<file path="src/rtl/emu_check_sched.sv">
// Lockstep scheduler: buffers CPU retire entries, runs the emulator once per entry and
// compares the CHECKS-enabled fields, counting pass/fail and reporting mismatches.
module emu_check_sched #(
    parameter int unsigned DEPTH       = 4,
    parameter int unsigned TIMEOUT     = 64,
    parameter bit          HALT_ON_ERR = 1'b1
) (
    input  logic        clk_in,
    input  logic        reset_n_in,
    input  logic        ret_valid_in,
    output logic        ret_ready_out,
    input  logic [31:0] ret_pc_in,
    input  logic        ret_gpr_wr_in,
    input  logic [4:0]  ret_gpr_addr_in,
    input  logic [31:0] ret_gpr_data_in,
    input  logic        ret_exc_in,
    input  logic [1:0]  ret_mode_in,
    output logic        emu_start_out,
    input  logic        emu_done_in,
    input  logic [14:0] emu_checks_in,
    input  logic [31:0] emu_pc_in,
    input  logic        emu_gpr_wr_in,
    input  logic [4:0]  emu_gpr_addr_in,
    input  logic [31:0] emu_gpr_data_in,
    input  logic        emu_exc_in,
    input  logic [1:0]  emu_mode_in,
    input  logic        clr_in,
    output logic        err_valid_out,
    output logic [6:0]  err_mask_out,
    output logic [31:0] err_pc_out,
    output logic        halted_out,
    output logic [31:0] pass_cnt_out,
    output logic [15:0] fail_cnt_out
);

    localparam int unsigned AW = $clog2(DEPTH);
    localparam int unsigned TW = $clog2(TIMEOUT) + 1;
    localparam int unsigned EW = 73;

    localparam logic [AW-1:0] PTR_ONE  = {{(AW - 1){1'b0}}, 1'b1};
    localparam logic [AW:0]   CNT_ONE  = {{AW{1'b0}}, 1'b1};
    localparam logic [AW:0]   FULL_CNT = (AW + 1)'(DEPTH);
    localparam logic [TW-1:0] TMR_ONE  = {{(TW - 1){1'b0}}, 1'b1};
    localparam logic [TW-1:0] TMR_LAST = TW'(TIMEOUT - 1);

    typedef enum logic [2:0] {StIdle, StStart, StWait, StCmp, StHalt} state_e;

    state_e state_q, state_d;
    logic [TW-1:0] timer_q, timer_d;

    logic [EW-1:0] fifo_mem [DEPTH];
    logic [AW-1:0] wr_ptr_q, rd_ptr_q;
    logic [AW:0]   count_q, count_d;
    logic          full, empty, push, pop, flush;

    logic          latch_en, cmp_fire, tmo_fire, mismatch;
    logic [EW-1:0] entry_in, head, emu_q;
    logic [5:0]    chk_q;
    logic [5:0]    mask;

    logic          err_valid_q;
    logic [6:0]    err_mask_q;
    logic [31:0]   err_pc_q;
    logic [31:0]   pass_q;
    logic [15:0]   fail_q;

    logic          unused_checks;
    assign unused_checks = ^{emu_checks_in[13:10], emu_checks_in[6:3], emu_checks_in[1]};

    // Entry layout: pc[72:41] gpr_wr[40] gpr_addr[39:35] gpr_data[34:3] exc[2] mode[1:0]
    assign entry_in = {ret_pc_in, ret_gpr_wr_in, ret_gpr_addr_in, ret_gpr_data_in,
                       ret_exc_in, ret_mode_in};
    assign head     = fifo_mem[rd_ptr_q];

    assign full          = (count_q == FULL_CNT);
    assign empty         = (count_q == '0);
    assign push          = ret_valid_in & ~full;
    assign ret_ready_out = ~full;
    assign emu_start_out = (state_q == StStart);
    assign halted_out    = (state_q == StHalt);

    always_ff @(posedge clk_in) begin
        if (push) begin
            fifo_mem[wr_ptr_q] <= entry_in;
        end
    end

    // A push arriving in the flush cycle survives as the new head.
    always_comb begin
        count_d = count_q;
        if (flush) begin
            count_d = {{AW{1'b0}}, push};
        end else if (push && !pop) begin
            count_d = count_q + CNT_ONE;
        end else if (pop && !push) begin
            count_d = count_q - CNT_ONE;
        end
    end

    always_ff @(posedge clk_in or negedge reset_n_in) begin
        if (!reset_n_in) begin
            wr_ptr_q <= '0;
            rd_ptr_q <= '0;
            count_q  <= '0;
        end else begin
            count_q <= count_d;
            if (push) begin
                wr_ptr_q <= wr_ptr_q + PTR_ONE;
            end
            if (flush) begin
                rd_ptr_q <= wr_ptr_q;
            end else if (pop) begin
                rd_ptr_q <= rd_ptr_q + PTR_ONE;
            end
        end
    end

    // Address and data only count when the emulator says a GPR was written.
    always_comb begin
        mask[0] = chk_q[5] & (emu_q[72:41] != head[72:41]);
        mask[1] = chk_q[4] & (emu_q[40] != head[40]);
        mask[2] = chk_q[3] & emu_q[40] & (emu_q[39:35] != head[39:35]);
        mask[3] = chk_q[2] & emu_q[40] & (emu_q[34:3] != head[34:3]);
        mask[4] = chk_q[1] & (emu_q[2] != head[2]);
        mask[5] = chk_q[0] & (emu_q[1:0] != head[1:0]);
    end
    assign mismatch = |mask;

    always_comb begin
        state_d  = state_q;
        timer_d  = timer_q;
        pop      = 1'b0;
        flush    = 1'b0;
        latch_en = 1'b0;
        cmp_fire = 1'b0;
        tmo_fire = 1'b0;
        unique case (state_q)
            StIdle: begin
                if (!empty) begin
                    state_d = StStart;
                end
            end
            StStart: begin
                state_d = StWait;
                timer_d = '0;
            end
            StWait: begin
                timer_d = timer_q + TMR_ONE;
                if (emu_done_in) begin
                    latch_en = 1'b1;
                    state_d  = StCmp;
                end else if (timer_q == TMR_LAST) begin
                    tmo_fire = 1'b1;
                    pop      = 1'b1;
                    state_d  = StHalt;
                end
            end
            StCmp: begin
                pop      = 1'b1;
                cmp_fire = 1'b1;
                state_d  = (mismatch && HALT_ON_ERR) ? StHalt : StIdle;
            end
            StHalt: begin
                if (clr_in) begin
                    flush   = 1'b1;
                    state_d = StIdle;
                end
            end
            default: state_d = StIdle;
        endcase
    end

    always_ff @(posedge clk_in or negedge reset_n_in) begin
        if (!reset_n_in) begin
            state_q <= StIdle;
            timer_q <= '0;
            emu_q   <= '0;
            chk_q   <= '0;
        end else begin
            state_q <= state_d;
            timer_q <= timer_d;
            if (latch_en) begin
                emu_q <= {emu_pc_in, emu_gpr_wr_in, emu_gpr_addr_in, emu_gpr_data_in,
                          emu_exc_in, emu_mode_in};
                chk_q <= {emu_checks_in[14], emu_checks_in[9], emu_checks_in[8],
                          emu_checks_in[7], emu_checks_in[2], emu_checks_in[0]};
            end
        end
    end

    always_ff @(posedge clk_in or negedge reset_n_in) begin
        if (!reset_n_in) begin
            err_valid_q <= 1'b0;
            err_mask_q  <= '0;
            err_pc_q    <= '0;
            pass_q      <= '0;
            fail_q      <= '0;
        end else begin
            err_valid_q <= tmo_fire | (cmp_fire & mismatch);
            if (tmo_fire) begin
                err_mask_q <= 7'h40;
                err_pc_q   <= head[72:41];
            end else if (cmp_fire && mismatch) begin
                err_mask_q <= {1'b0, mask};
                err_pc_q   <= head[72:41];
            end
            if (cmp_fire && !mismatch && pass_q != '1) begin
                pass_q <= pass_q + 32'd1;
            end
            if ((tmo_fire || (cmp_fire && mismatch)) && fail_q != '1) begin
                fail_q <= fail_q + 16'd1;
            end
        end
    end

    assign err_valid_out = err_valid_q;
    assign err_mask_out  = err_mask_q;
    assign err_pc_out    = err_pc_q;
    assign pass_cnt_out  = pass_q;
    assign fail_cnt_out  = fail_q;

endmodule

</file>
<file path="config.mk">
export PLATFORM = sky130hd
export DESIGN_NAME = emu_check_sched
export DESIGN_NICKNAME = d
export VERILOG_FILES = /design/src/rtl/emu_check_sched.sv
export SDC_FILE = /design/constraint.sdc
export NUM_CORES = 1
export LEC_CHECK = 0
export ABC_AREA = 1
export CORE_ASPECT_RATIO = 1.2
export CORE_MARGIN = 2
export CORE_UTILIZATION = 60
export DETAILED_ROUTE_END_ITERATION = 10
export GPL_TIMING_DRIVEN = 1
export PLACE_DENSITY = 0.85
export SETUP_SLACK_MARGIN = 0.1
export SYNTH_ARGS = -nofsm -noshare
export SYNTH_HDL_FRONTEND = slang
export SYNTH_SLANG_ARGS = --single-unit
</file>
<file path="constraint.sdc">
create_clock -name clk_in -period 6.5 [get_ports clk_in]
set_input_delay 0.975 -clock clk_in [delete_from_list [all_inputs] [get_ports clk_in]]
set_output_delay 0.975 -clock clk_in [all_outputs]
set_load 0.02 [all_outputs]
</file>
==> results.toml <==
[final_layout]
design_area_um2 = 25380
stdcell_count = 2861
mostFrequentLayoutCell = "nand2_1"
final_core_util = 0.7430
drive_gt1_frac = 0.05843
syn_to_final_growth_pct = 21.28
fin_nets = 2531
layout_common_cells = "nand2_1, edfxtp_1, nand3_1, clkdlybuf4s50_1, dfrtp_1"

[placement]
gp_congestion = 0.9318
placed_cells = 2764
io_buffers = 247
dpl-instance-area_um2 = 23670
hpwl_um = 32340
place_ws_ps = 1809

[global_route]
antenna_found_initial = 7
track_usage = 0.2856
grt_pass1_wl_um = 82190
grt_start_max_net_pins = 93
first_global_vias = 16089
overflow = 0

[clocking]
cts_tree = "built"
clock_latency_ps = 570
post-cts-setup-buffer-count = 0
cts.root.buffer_cell = "clkbuf_16"
clock_sinks = 476
clock_path_buffers = 3
ctsResizeCount = 0
ctsHoldBuffers = 0
htree_levels = 2
clk_pin_slew_ps = 60
cts_buffers = 47

[synthesis]
synthCells = 2125
synth_nets = 2299
synth_area_um2 = 20930
syn_avg_cell_area_um2 = 9.849
synth-warning-count = 0
synth-seq-cells = 476
yosysUniqueCellTypes = 37
ys_seq_area_frac = 0.6389

[detailed_routing]
drt_first_iter_violations = 1313
finalWirelength_um = 51320
vias_per_cell = 5.524
firstDrtPassIters = 9
wl_per_cell_um = 17.94
drtAntennaViolNets = 0
drcViolationCount = 0
vias = 15804

[sta]
finalSetupViolCount = 0
worst_pin_slew_ps = 1134
relSlewSlack = 0.2443
worst_slack_ps = 1672
slew_violations = 0
min_period_ps = 4828
fmax_mhz = 207.1
rsz0062_at_grt = "no"
skew_ps = 30.94
setup_tns_ps = 0
fin_crit_sh = 0.7428
hold_violations = 0

[setup_path]
cp-end-kind = "flop"
critPathArrivalTime_ps = 5270
crit_required_ps = 6940
startpoint_type = "flop"
cp_max_fo = 90
critPathKind = "reg2reg"

[die]
io_pins = 257
std_cell_rows = 74
initial_core_util = 0.6126
core-area_um2 = 34170
die_w_um = 174.5
die_h_um = 208.6
die-area_um2 = 36400

[power]
vdd_drop_max_v = 0.0003281
power.density_nw_per_um2 = 441.8
cellLeakagePower_uw = 0.01065

[hold_path]
hp-class = "in2async"

[job]
max_cap_violations = 0

[outcome]
status = "finished clean"
[stage by stage]
step / hold WS, ps / total power [uW]
2_1_floorplan: 475.9 / 7117
3_3_place_gp: 455.2 / 8073
3_5_place_dp: 465.5 / 8278
4_1_cts: 444.9 / 11230
5_1_grt: 473.8 / 11880
6_report: 433.8 / 11210
[power by group]
group	total (uW)	internal [uW]	switching [uW]	leakage, uW
combinational	3870	1320	2550	0.00491
sequential	4430	4030	400	0.00493
clock	2920	1780	1140	0.000817
total	11200	7120	4090	0.0107
[per-layer routing]
| metal | GRT usage | up-vias | part of all wire |
|---|---|---|---|
| met5 | 0 | - | 0.00031 |
| met1 | 0.3535 | 7585 | 0.38 |
| met3 | 0.04385 | 134 | 0.069 |
| met4 | 0.1241 | 2 | 0.040 |
| met2 | 0.5001 | 622 | 0.51 |
| li1 | - | 7461 | - |
[cell usage after synthesis]
library cell | instances | area, um2
fa_1 | 1 | 20.02
inv_2 | 8 | 30.03
a22o_1 | 1 | 8.760
nor3_1 | 30 | 150.1
mux2_2 | 25 | 281.5
clkbuf_2 | 1 | 5.000
dfrtp_1 | 184 | 4604
nand2_1 | 756 | 2838
ha_1 | 7 | 87.58
clkbuf_1 | 21 | 78.83
nor4_1 | 6 | 37.54
o221ai_1 | 1 | 8.760
buf_1 | 1 | 3.750
o211ai_1 | 1 | 7.510
nor2_1 | 127 | 476.7
nand3_4 | 1 | 17.52
o21ai_1 | 30 | 150.1
inv_1 | 164 | 615.6
a21oi_1 | 59 | 295.3
nand3b_1 | 8 | 60.06
xor2_1 | 35 | 306.5
nand3_1 | 254 | 1271
nand4_1 | 5 | 31.28
nand2_2 | 2 | 12.51
xnor2_1 | 21 | 183.9
nand2_4 | 2 | 22.52
buf_6 | 19 | 214.0
o2111ai_1 | 1 | 8.760
nand3_2 | 1 | 10.01
o21ai_0 | 12 | 60.06
nor3b_1 | 2 | 15.01
buf_4 | 1 | 7.510
or2_0 | 1 | 6.260
o22ai_1 | 7 | 43.79
edfxtp_1 | 292 | 8768
buf_2 | 37 | 185.2
inv_4 | 1 | 6.260
[flip-flops by register name (all words and copies together), names as in the netlist]
register / cells
err_valid_out: 1
err_pc_out: 32
timer_q: 7
pass_cnt_out: 32
wr_ptr_q: 2
fifo_mem: 292
chk_q: 6
state_q: 3
count_q: 3
rd_ptr_q: 2
emu_q: 73
fail_cnt_out: 16
err_mask_out: 7
[cell type report]
class                   instances  area (um2)
diodes                          9       22.52
fillers                      2227        8782
multi-input cells            1396        6449
inverters                     173       651.9
clock buffers                  62        1304
flip-flops and latches        476       13380
clock inverters                26       384.1
well taps                     456       570.5
repair buffers                263        2621
[worst max-delay path, stage by stage, from the launching register on]
cell	delay [ps]
dfrtp_4	890
buf_4	870
nand2_1	130
nand3_1	170
nand3_1	110
nand2_1	90
nand2_1	70
nor2_1	160
nand2_1	120
nor2_1	130
nand2_1	160
nand2_1	190
nand3_4	110
inv_2	80
nand3_2	820
o21ai_1	490
[logic make-up (layout without fill, tap and decap cells)]
family                     count (synthesis)  in the layout  share of synthesized area
adders and majority gates                  8              8                   0.005141
AOI/OAI and AO/OA                        112            112                    0.02786
buffers and inverters                    253            524                    0.05476
other                                      0              9                          0
muxes                                     25             25                    0.01345
xor gates and xnor gates                  56             56                    0.02343
and+or+nand+nor                         1195           1195                     0.2364
DFF                                      476            476                     0.6389
[final timing paths]
| path | startpoint | to | slack [ps] | cells past startpoint |
|---|---|---|---|---|
| min | reset_n_in | fail_cnt_out[8]$_DFFE_PN0P_ | 430 | 1 |
| max | rd_ptr_q[0]$_DFFE_PN0P_ | pass_cnt_out[24]$_DFFE_PN0P_ | 1670 | 15 |
| max reg2reg | rd_ptr_q[0]$_DFFE_PN0P_ | pass_cnt_out[24]$_DFFE_PN0P_ | 1670 | 15 |
| min reg2reg | err_pc_out[19]$_DFFE_PN0P_ | err_pc_out[19]$_DFFE_PN0P_ | 480 | 2 |
| min in group clk_in | err_pc_out[19]$_DFFE_PN0P_ | err_pc_out[19]$_DFFE_PN0P_ | 480 | 2 |
| max in group asynchronous | reset_n_in | rd_ptr_q[1]$_DFFE_PN0P_ | 4560 | 2 |
(Power assumes the default switching activity.)
